==> config.mk <==
export PLATFORM = sky130hd
export DESIGN_NAME = lcd_nibble_receiver
export DESIGN_NICKNAME = d
export VERILOG_FILES = /design/src/rtl/lcd_nibble_receiver.sv
export SDC_FILE = /design/constraint.sdc
export NUM_CORES = 1
export LEC_CHECK = 0
export CORE_ASPECT_RATIO = 0.6
export CORE_MARGIN = 2
export CORE_UTILIZATION = 50
export DETAILED_ROUTE_END_ITERATION = 8
export PLACE_DENSITY = 0.86
export SYNTH_ARGS = -nofsm -noshare
export SYNTH_HDL_FRONTEND = slang
export SYNTH_SLANG_ARGS = --single-unit
==> constraint.sdc <==
create_clock -name clk -period 2 [get_ports clk]
set_clock_uncertainty 0.15 [all_clocks]
set_input_delay 0.4 -clock clk [delete_from_list [all_inputs] [get_ports clk]]
set_output_delay 0.4 -clock clk [all_outputs]
set_load 0.05 [all_outputs]
==> src/rtl/lcd_nibble_receiver.sv <==
`default_nettype none
// ============================================================================
//  Module   : lcd_nibble_receiver
//  Purpose  : Receives 4-bit LCD write nibbles, assembles bytes and models
//             controller busy time. Option LCD_RX_ADDR_TRACK_EN adds a DDRAM
//             cursor address model.
//  Revision : 1.0
// ============================================================================
module lcd_nibble_receiver #(
    parameter int EXEC_SHORT     = 2000,
    parameter int EXEC_LONG      = 82000,
    parameter int NIBBLE_TIMEOUT = 1000
) (
    input  logic       clk,
    input  logic       reset,
    input  logic [3:0] SF_D,
    input  logic       LCD_E,
    input  logic       LCD_RS,
    input  logic       LCD_RW,
    output logic [7:0] rx_data,
    output logic       rx_rs,
    output logic       rx_valid,
    output logic       busy,
    output logic [6:0] ddram_addr,
    output logic       protocol_err
);

    localparam int EXEC_MAX = (EXEC_LONG > EXEC_SHORT) ? EXEC_LONG : EXEC_SHORT;
    localparam int BW       = (EXEC_MAX > 1) ? $clog2(EXEC_MAX + 1) : 1;
    localparam int TW       = (NIBBLE_TIMEOUT > 1) ? $clog2(NIBBLE_TIMEOUT + 1) : 1;

    localparam logic [BW-1:0] c_short_load = BW'(EXEC_SHORT - 1);
    localparam logic [BW-1:0] c_long_load  = BW'(EXEC_LONG - 1);
    localparam logic [TW-1:0] c_to_last    = TW'(NIBBLE_TIMEOUT - 1);

    typedef enum logic [1:0] {
        S_HI   = 2'd0,
        S_LO   = 2'd1,
        S_EXEC = 2'd2
    } state_t;

    state_t      r_state;
    logic        r_e_s1, r_e_s2, r_e_s3;
    logic        r_rs_s1, r_rs_s2;
    logic        r_rw_s1, r_rw_s2;
    logic [3:0]  r_d_s1, r_d_s2;
    logic        r_stb;
    logic        r_stb_rs;
    logic [3:0]  r_stb_d;
    logic [3:0]  r_hi;
    logic        r_hi_rs;
    logic [TW-1:0] r_tcnt;
    logic [BW-1:0] r_bcnt;

    logic [7:0]  w_byte;
    logic        w_complete;
    logic        w_long;

    // Two-flop synchronizers, then a registered write-strobe pulse so the
    // captured nibble and RS are aligned with it.
    always_ff @(posedge clk or negedge reset) begin
        if (!reset) begin
            r_e_s1   <= 1'b0;
            r_e_s2   <= 1'b0;
            r_e_s3   <= 1'b0;
            r_rs_s1  <= 1'b0;
            r_rs_s2  <= 1'b0;
            r_rw_s1  <= 1'b0;
            r_rw_s2  <= 1'b0;
            r_d_s1   <= 4'h0;
            r_d_s2   <= 4'h0;
            r_stb    <= 1'b0;
            r_stb_rs <= 1'b0;
            r_stb_d  <= 4'h0;
        end else begin
            r_e_s1   <= LCD_E;
            r_e_s2   <= r_e_s1;
            r_e_s3   <= r_e_s2;
            r_rs_s1  <= LCD_RS;
            r_rs_s2  <= r_rs_s1;
            r_rw_s1  <= LCD_RW;
            r_rw_s2  <= r_rw_s1;
            r_d_s1   <= SF_D;
            r_d_s2   <= r_d_s1;
            r_stb    <= r_e_s3 & ~r_e_s2 & ~r_rw_s2;
            r_stb_rs <= r_rs_s2;
            r_stb_d  <= r_d_s2;
        end
    end

    assign w_byte     = {r_hi, r_stb_d};
    assign w_complete = (r_state == S_LO) && r_stb && (r_stb_rs == r_hi_rs);
    assign w_long     = ~r_stb_rs && (w_byte[7:2] == 6'd0) && (w_byte[1:0] != 2'd0);

    // The high nibble is held privately so rx_data only changes on a full byte.
    always_ff @(posedge clk or negedge reset) begin
        if (!reset) begin
            r_state      <= S_HI;
            r_hi         <= 4'h0;
            r_hi_rs      <= 1'b0;
            r_tcnt       <= '0;
            r_bcnt       <= '0;
            rx_data      <= 8'h00;
            rx_rs        <= 1'b0;
            rx_valid     <= 1'b0;
            busy         <= 1'b0;
            protocol_err <= 1'b0;
        end else begin
            rx_valid     <= 1'b0;
            protocol_err <= 1'b0;
            case (r_state)
                S_HI: begin
                    if (r_stb) begin
                        r_hi    <= r_stb_d;
                        r_hi_rs <= r_stb_rs;
                        r_tcnt  <= '0;
                        r_state <= S_LO;
                    end
                end
                S_LO: begin
                    if (w_complete) begin
                        rx_data  <= w_byte;
                        rx_rs    <= r_stb_rs;
                        rx_valid <= 1'b1;
                        busy     <= 1'b1;
                        r_bcnt   <= w_long ? c_long_load : c_short_load;
                        r_state  <= S_EXEC;
                    end else if (r_stb) begin
                        protocol_err <= 1'b1;
                        r_state      <= S_HI;
                    end else if (r_tcnt == c_to_last) begin
                        protocol_err <= 1'b1;
                        r_state      <= S_HI;
                    end else begin
                        r_tcnt <= r_tcnt + 1'b1;
                    end
                end
                S_EXEC: begin
                    if (r_stb) begin
                        protocol_err <= 1'b1;
                    end
                    if (r_bcnt == '0) begin
                        busy    <= 1'b0;
                        r_state <= S_HI;
                    end else begin
                        r_bcnt <= r_bcnt - 1'b1;
                    end
                end
                default: r_state <= S_HI;
            endcase
        end
    end

`ifdef LCD_RX_ADDR_TRACK_EN
    logic [6:0] r_addr;

    // Data writes advance within the two 40-character line windows.
    always_ff @(posedge clk or negedge reset) begin
        if (!reset) begin
            r_addr <= 7'h00;
        end else if (w_complete) begin
            if (!r_stb_rs) begin
                if (w_byte[7]) begin
                    r_addr <= w_byte[6:0];
                end else if (w_long) begin
                    r_addr <= 7'h00;
                end
            end else if (r_addr == 7'h27) begin
                r_addr <= 7'h40;
            end else if (r_addr == 7'h67) begin
                r_addr <= 7'h00;
            end else begin
                r_addr <= r_addr + 7'd1;
            end
        end
    end

    assign ddram_addr = r_addr;
`else
    assign ddram_addr = 7'h00;
`endif

endmodule
`default_nettype wire

==> results of run 1 <==
## power groups by stage
stage                     registers (W)  clock network (W)  logic [W]
after detailed placement        0.00197                  0    0.00200
after global routing            0.00202            0.00131    0.00267
final                           0.00198            0.00123    0.00252
after CTS                       0.00195            0.00124    0.00214
after global placement          0.00195                  0    0.00192
after floorplan                 0.00224                  0   0.000919
## logic make-up after synthesis
family          count (synthesis)  share of synthesized area (%)
fa+ha+maj                       5                          2.035
simple gates                   91                          16.20
buf+inv                        27                          4.355
mux                            17                          6.105
compound gates                 61                          13.80
flops                          67                          54.54
xor+xnor                       10                          2.849
other cells                     1                         0.1220
## per-layer routing
layer	global-route usage, %	vias up	share of wire, %
met2	38.55	103	50
met4	8.333	0	2.2
li1	-	1175	-
met3	8.048	21	6.8
met5	0	-	0
met1	32.02	1285	41
## per-stage QoR
step                      hold WS, ns   TNS, ns  util, %
after floorplan              -0.04559  -0.04535        -
after global placement         0.1834  -0.03642    61.02
after detailed placement       0.1847   -0.3358    61.02
after CTS                      0.1999   -0.1143    66.42
after global routing           0.2082    -1.574    71.32
final                          0.1973   -0.4480    71.32
## how the worst max path moves through the flow
stage / from / endpoint
final: r_stb / r_bcnt[15]
after detailed placement: r_state[0] / r_tcnt[9]
after global routing: r_stb / r_bcnt[15]
after global placement: r_state[0] / r_bcnt[15]
after floorplan: r_state[0] / r_bcnt[15]
after CTS: r_state[1] / r_bcnt[15]
## cell usage after synthesis, types with 2 or more instances
library cell and count:
mux2i_1 3, nor3b_1 3, a211o_1 2, nor2_1 29, nand4_1 2, a211oi_1 5
dfrtp_1 67, mux2_2 14, nor3_1 10, a21boi_1 2, o21ai_0 3, a31oi_1 4
xnor2_1 9, a21oi_1 11, o2bb2ai_1 2, buf_2 2, inv_1 10, buf_4 8
o211ai_1 3, nand3_1 11, ha_1 5, and2_1 2, o21ai_1 10, o31a_1 2
a22o_1 2, nor4_1 3, nand2_1 16, or3_1 2, o31ai_1 5, nand2b_1 2
clkbuf_1 4
## sequential cells by signal, indices dropped and copies added, names as in the netlist, 2 cells and up
register and count:
r_bcnt 17, r_d_s1 4, rx_data 8, r_stb_d 4, r_hi 4, r_d_s2 4, r_tcnt 10, r_state 2
## final cells by class
cell class / count / area (um2) / share of cell area, %
inverter: 12 / 52.55 / 1.222
sequential: 67 / 1678 / 39.03
tap: 84 / 105.1 / 2.445
clock buffer: 9 / 123.9 / 2.881
multi-input combinational: 192 / 1555 / 36.18
clock inverter: 7 / 92.59 / 2.154
timing repair buffer: 86 / 691.9 / 16.09
## worst reg2reg max path, stage by stage (launching register included)
cell and delay, ns:
dfrtp_1 0.49, inv_1 0.19, o31a_1 0.34, or3_1 0.30, or4b_1 0.47, o211ai_1 0.10
## repair_timing
item | in CTS | in global routing
buffers inserted | 4 | 11
gates cloned | 1 | 2
endpoints found under the setup margin | 12 | 25
endpoints found under the hold margin | 67 | 0
gates resized for setup | 14 | 40
hold buffers | 1 | 0
pin swaps | 4 | 23
==> impl_metrics.yaml, run 1 <==
outcome:
  outcome: "complete, but fails checks"
  violations: "negative setup slack"
sta:
  final-hold-violation-count: 0
  drv_slew: 0
  fin_crit_ns: 2.117
  setup_viol: 10
  rsz0062_at_grt: "yes"
  setup_slack_ns: -0.1167
  finalCritPeriodShare_pct: 105.8
  max_freq_ghz: 0.4724
setup_path:
  cp.depth: 5
  crit_family: "simple AND/OR/NAND/NOR gates"
  crit_buf_inv: 1
  reg2reg_from: "r_stb"
  path_class: "flop to flop"
  critPathArrivalTime_ns: 2.24
  slowest_stage: "dfrtp_1"
  r2r-end: "r_bcnt[15]"
  reg2reg_slack_ns: -0.12
  crit_chain: "inv_1, o31a_1, or3_1, or4b_1, o211ai_1"
  path_max_fanout: 4
  worstSetupEndpointType: "flop"
  critPathMaxStageDelay_ns: 0.49
  startpoint_type: "flop"
  crit_required_ns: 2.12
  r2r_cells: 5
hold_path:
  hold_path.class: "flop to flop"
  timing.hold.worst.start: "r_rs_s2"
  holdPathStages: 0
  holdPathEnd: "r_stb_rs"
cells_and_area:
  final_common_cell: "buf_4"
  nets: 382
  drive_gt1_share_pct: 42.09
  stdcell_area_mm2: 0.004299
  layout.cells.non_filler: 457
  nFillCells: 376
  antennaDiodeCount: 0
  final_cell_mix: "buf_4 (70), dfrtp_1 (66), nor2_1 (28)"
  syn_to_final_growth_pct: 39.85
yosys:
  synthDistinctLibCells: 57
  synth_top_area_share_pct: 54.54
  syn_avg_cell_area_um2: 11.02
  ys_seq_area_share_pct: 54.54
  yosysWarnings: 0
  ys.flop_type: "dfrtp_1"
  yosysTopAreaCell: "dfrtp_1"
  async_flop_share_pct: 100.0
  ys_ff_latch: 67
  synth_edf_count: 0
  synth.area.top_cells: "dfrtp_1 (55%), mux2_2 (5.1%), nor2_1 (3.5%)"
  synth_area_mm2: 0.003074
  synthCells: 279
floorplanning:
  dieArea_mm2: 0.006812
  fp.dieH_um: 64.74
  start_util_pct: 51.00
  fp-row-count: 22
  io_pins: 28
  die_x_um: 105.2
  coreArea_mm2: 0.006028
global_routing:
  grt_pass1_vias: 2515
  track_usage_pct: 24.43
  grt_first_pass_wirelength_um: 12470
  grt_overflow: 0
  antenna_found_initial: 0
  grt_max_degree: 68
power_and_ir_drop:
  power_frac_clock_pct: 21.4
  peakVddDrop_mv: 0.6631
  switching_share_pct: 39.03
  p_int_w: 0.003494
  p_comb_share_pct: 44.0
  power.leakage_nw: 1.918
  p_per_area_mw_per_mm2: 1333
  p_sw_w: 0.002237
  pwr-share-seq_pct: 34.6
  power_w: 0.005731
placed_design:
  port_buffers: 20
  gp_congestion: 0.9096
  pre_cts_ws_ns: -0.1551
  post_dp_cell_area_mm2: 0.003679
  hpwl_um: 4925
  dp.cells: 422
clock_network:
  cts_tree: "done"
  cts_root_buf: "clkbuf_8"
  cts_sinks: 67
  clock_latency_ns: 0.35
  clockBufferDepth: 2
  cts_max_level: 3
  cts_buffers: 9
  path_clk_slew_ns: 0.07
route:
  dr.pass1.iters: 5
  wire_per_inst_um: 18.89
  via_per_inst: 5.654
  wl_um: 8634
  vias: 2584
  initialDrtViolationCount: 196
  antenna_left: 0
  drc_errors: 0
run:
  cap_viol_max_count: 0
(Power assumes the default switching activity.)
==> run 2: changes to the inputs <==
- RECOVER_POWER: not set -> 50
==> impl_metrics.yaml, run 2 (synthesized netlist as in run 1, its figures left out) <==
sta:
  setup_slack_ns: -0.1212
  finalCritPeriodShare_pct: 106.1
  whs_ns: 0.1971
  drv_slew: 0
  max_freq_ghz: 0.4714
  setup_viol: 10
  final-hold-violation-count: 0
  tightest_slew_ns: 0.8812
  rsz0062_at_grt: "yes"
  fin_crit_ns: 2.121
  relSlewSlack_pct: 41.26
cells_and_area:
  multi_input_area_mm2: 0.001555
  stdcell_area_mm2: 0.004287
  reg.largest.list: "r_bcnt x17, r_tcnt x10, rx_data x8"
  seq_area_mm2: 0.001678
  final_common_cell: "buf_4"
  largest_reg_flops: 17
  nets: 382
  layout.cells.non_filler: 457
  final_cell_mix: "buf_4 (70), dfrtp_1 (66), nor2_1 (28)"
  syn_to_final_growth_pct: 39.44
  largest_register: "r_bcnt"
  antennaDiodeCount: 0
  drive_gt1_share_pct: 42.09
  nFillCells: 378
route:
  via_per_inst: 5.648
  met3_length_um: 595
  dr.max_layer_used: "met4"
  vias: 2581
  drt-met1-wl_um: 3497
  initialDrtViolationCount: 184
  wire_per_inst_um: 18.90
  dr.pass1.iters: 5
  wl_um: 8636
  drc_errors: 0
  wl_met2_um: 4335
  antenna_left: 0
setup_path:
  r2r-end: "r_bcnt[15]"
  crit_required_ns: 2.12
  startpoint: "r_stb"
  path_max_fanout: 4
  r2r_cells: 5
  path_class: "flop to flop"
  reg2reg_from: "r_stb"
  worstSetupEndpointType: "flop"
  reg2reg_slack_ns: -0.12
  startpoint_type: "flop"
  critPathArrivalTime_ns: 2.24
hold_path:
  holdPathEnd: "r_stb_rs"
  holdPathStages: 0
  timing.hold.worst.start: "r_rs_s2"
  hold_path.class: "flop to flop"
power_and_ir_drop:
  power_w: 0.005722
  p_sw_w: 0.002233
  power_frac_clock_pct: 21.4
  power.leakage_nw: 1.915
  switching_share_pct: 39.03
  p_int_w: 0.003488
  peakVddDrop_mv: 0.6625
  p_comb_share_pct: 44.0
  pwr-share-seq_pct: 34.6
  p_per_area_mw_per_mm2: 1335
clock_network:
  clock_latency_ns: 0.35
  cts_buffers: 9
  cts_max_level: 3
  cts_sinks: 67
  path_clk_slew_ns: 0.07
  cts_tree: "done"
  clockBufferDepth: 2
  cts_root_buf: "clkbuf_8"
placed_design:
  port_buffers: 20
  dp.cells: 422
  hpwl_um: 4925
  pre_cts_ws_ns: -0.1551
  post_dp_cell_area_mm2: 0.003679
  gp_congestion: 0.9096
global_routing:
  grt_pass1_vias: 2515
  grt_overflow: 0
  grt_first_pass_wirelength_um: 12470
  antenna_found_initial: 0
  grt_max_degree: 68
  track_usage_pct: 24.43
run:
  cap_viol_max_count: 0
outcome:
  outcome: "complete, but fails checks"
  violations: "negative setup slack"
floorplanning:
  fp-row-count: 22
  io_pins: 28
  die_x_um: 105.2
  coreArea_mm2: 0.006028
  dieArea_mm2: 0.006812
  start_util_pct: 51.00
  fp.dieH_um: 64.74
==> run 2: cell types whose count changed in the layout (fill, tap and decap cells not counted), sizes merged <==
cell	previous run	this run
clkdlybuf4s50	7	0
dlygate4sd3	1	8
buf	78	77
clkbuf	9	10
==> run 2: repair_timing <==
item,4_1_cts,5_1_grt
endpoints found under the setup margin,12,25
cloned,1,2
setup buffers,4,11
resized for setup,14,40
hold buffers,1,0
pin swaps,4,23
endpoints found under the hold margin,67,0
==> run 2: how the worst max path moves through the flow <==
stage	to	slack [ns]	cells after the start
final	r_bcnt[15]	-0.12	5
after global routing	r_bcnt[15]	-0.16	5
after CTS	r_bcnt[15]	-0.10	7
after detailed placement	r_tcnt[9]	-0.16	7
after global placement	r_bcnt[15]	-0.04	7
after floorplan	r_bcnt[15]	-0.05	8
==> run 2: area by class of cell <==
cell class                      count  area share [%]
Clock inverter                      7           2.160
Sequential cell                    67           39.14
Tap cell                           84           2.452
Inverter                           12           1.226
Multi-Input combinational cell    192           36.28
Timing Repair Buffer               86           15.85
Clock buffer                        9           2.890
==> run 2: per-stage QoR <==
| step | TNS (ns) | util, % |
|---|---|---|
| final | -0.4451 | 71.11 |
| after global routing | -1.574 | 71.11 |
| after CTS | -0.1143 | 66.42 |
| after detailed placement | -0.3358 | 61.02 |
| after global placement | -0.03642 | 61.02 |
| after floorplan | -0.04535 | - |
==> run 2: power by group through the flow <==
stage | Combinational, W | Sequential (W) | Clock (W)
final | 0.00252 | 0.00198 | 0.00123
after detailed placement | 0.00200 | 0.00197 | 0
after floorplan | 0.000919 | 0.00224 | 0
after global placement | 0.00192 | 0.00195 | 0
after CTS | 0.00214 | 0.00195 | 0.00124
after global routing | 0.00267 | 0.00202 | 0.00131
==> run 2: critical path: stages (launching register included) <==
cell	delay [ns]
dfrtp_1	0.49
inv_1	0.18
o31a_1	0.34
or3_1	0.30
or4b_1	0.47
o211ai_1	0.10
==> run 2: metal layers <==
metal | GRT usage [%] | up-vias
met5 | 0 | -
met4 | 8.333 | 0
met3 | 8.048 | 26
met2 | 38.55 | 98
met1 | 32.02 | 1283
li1 | - | 1174
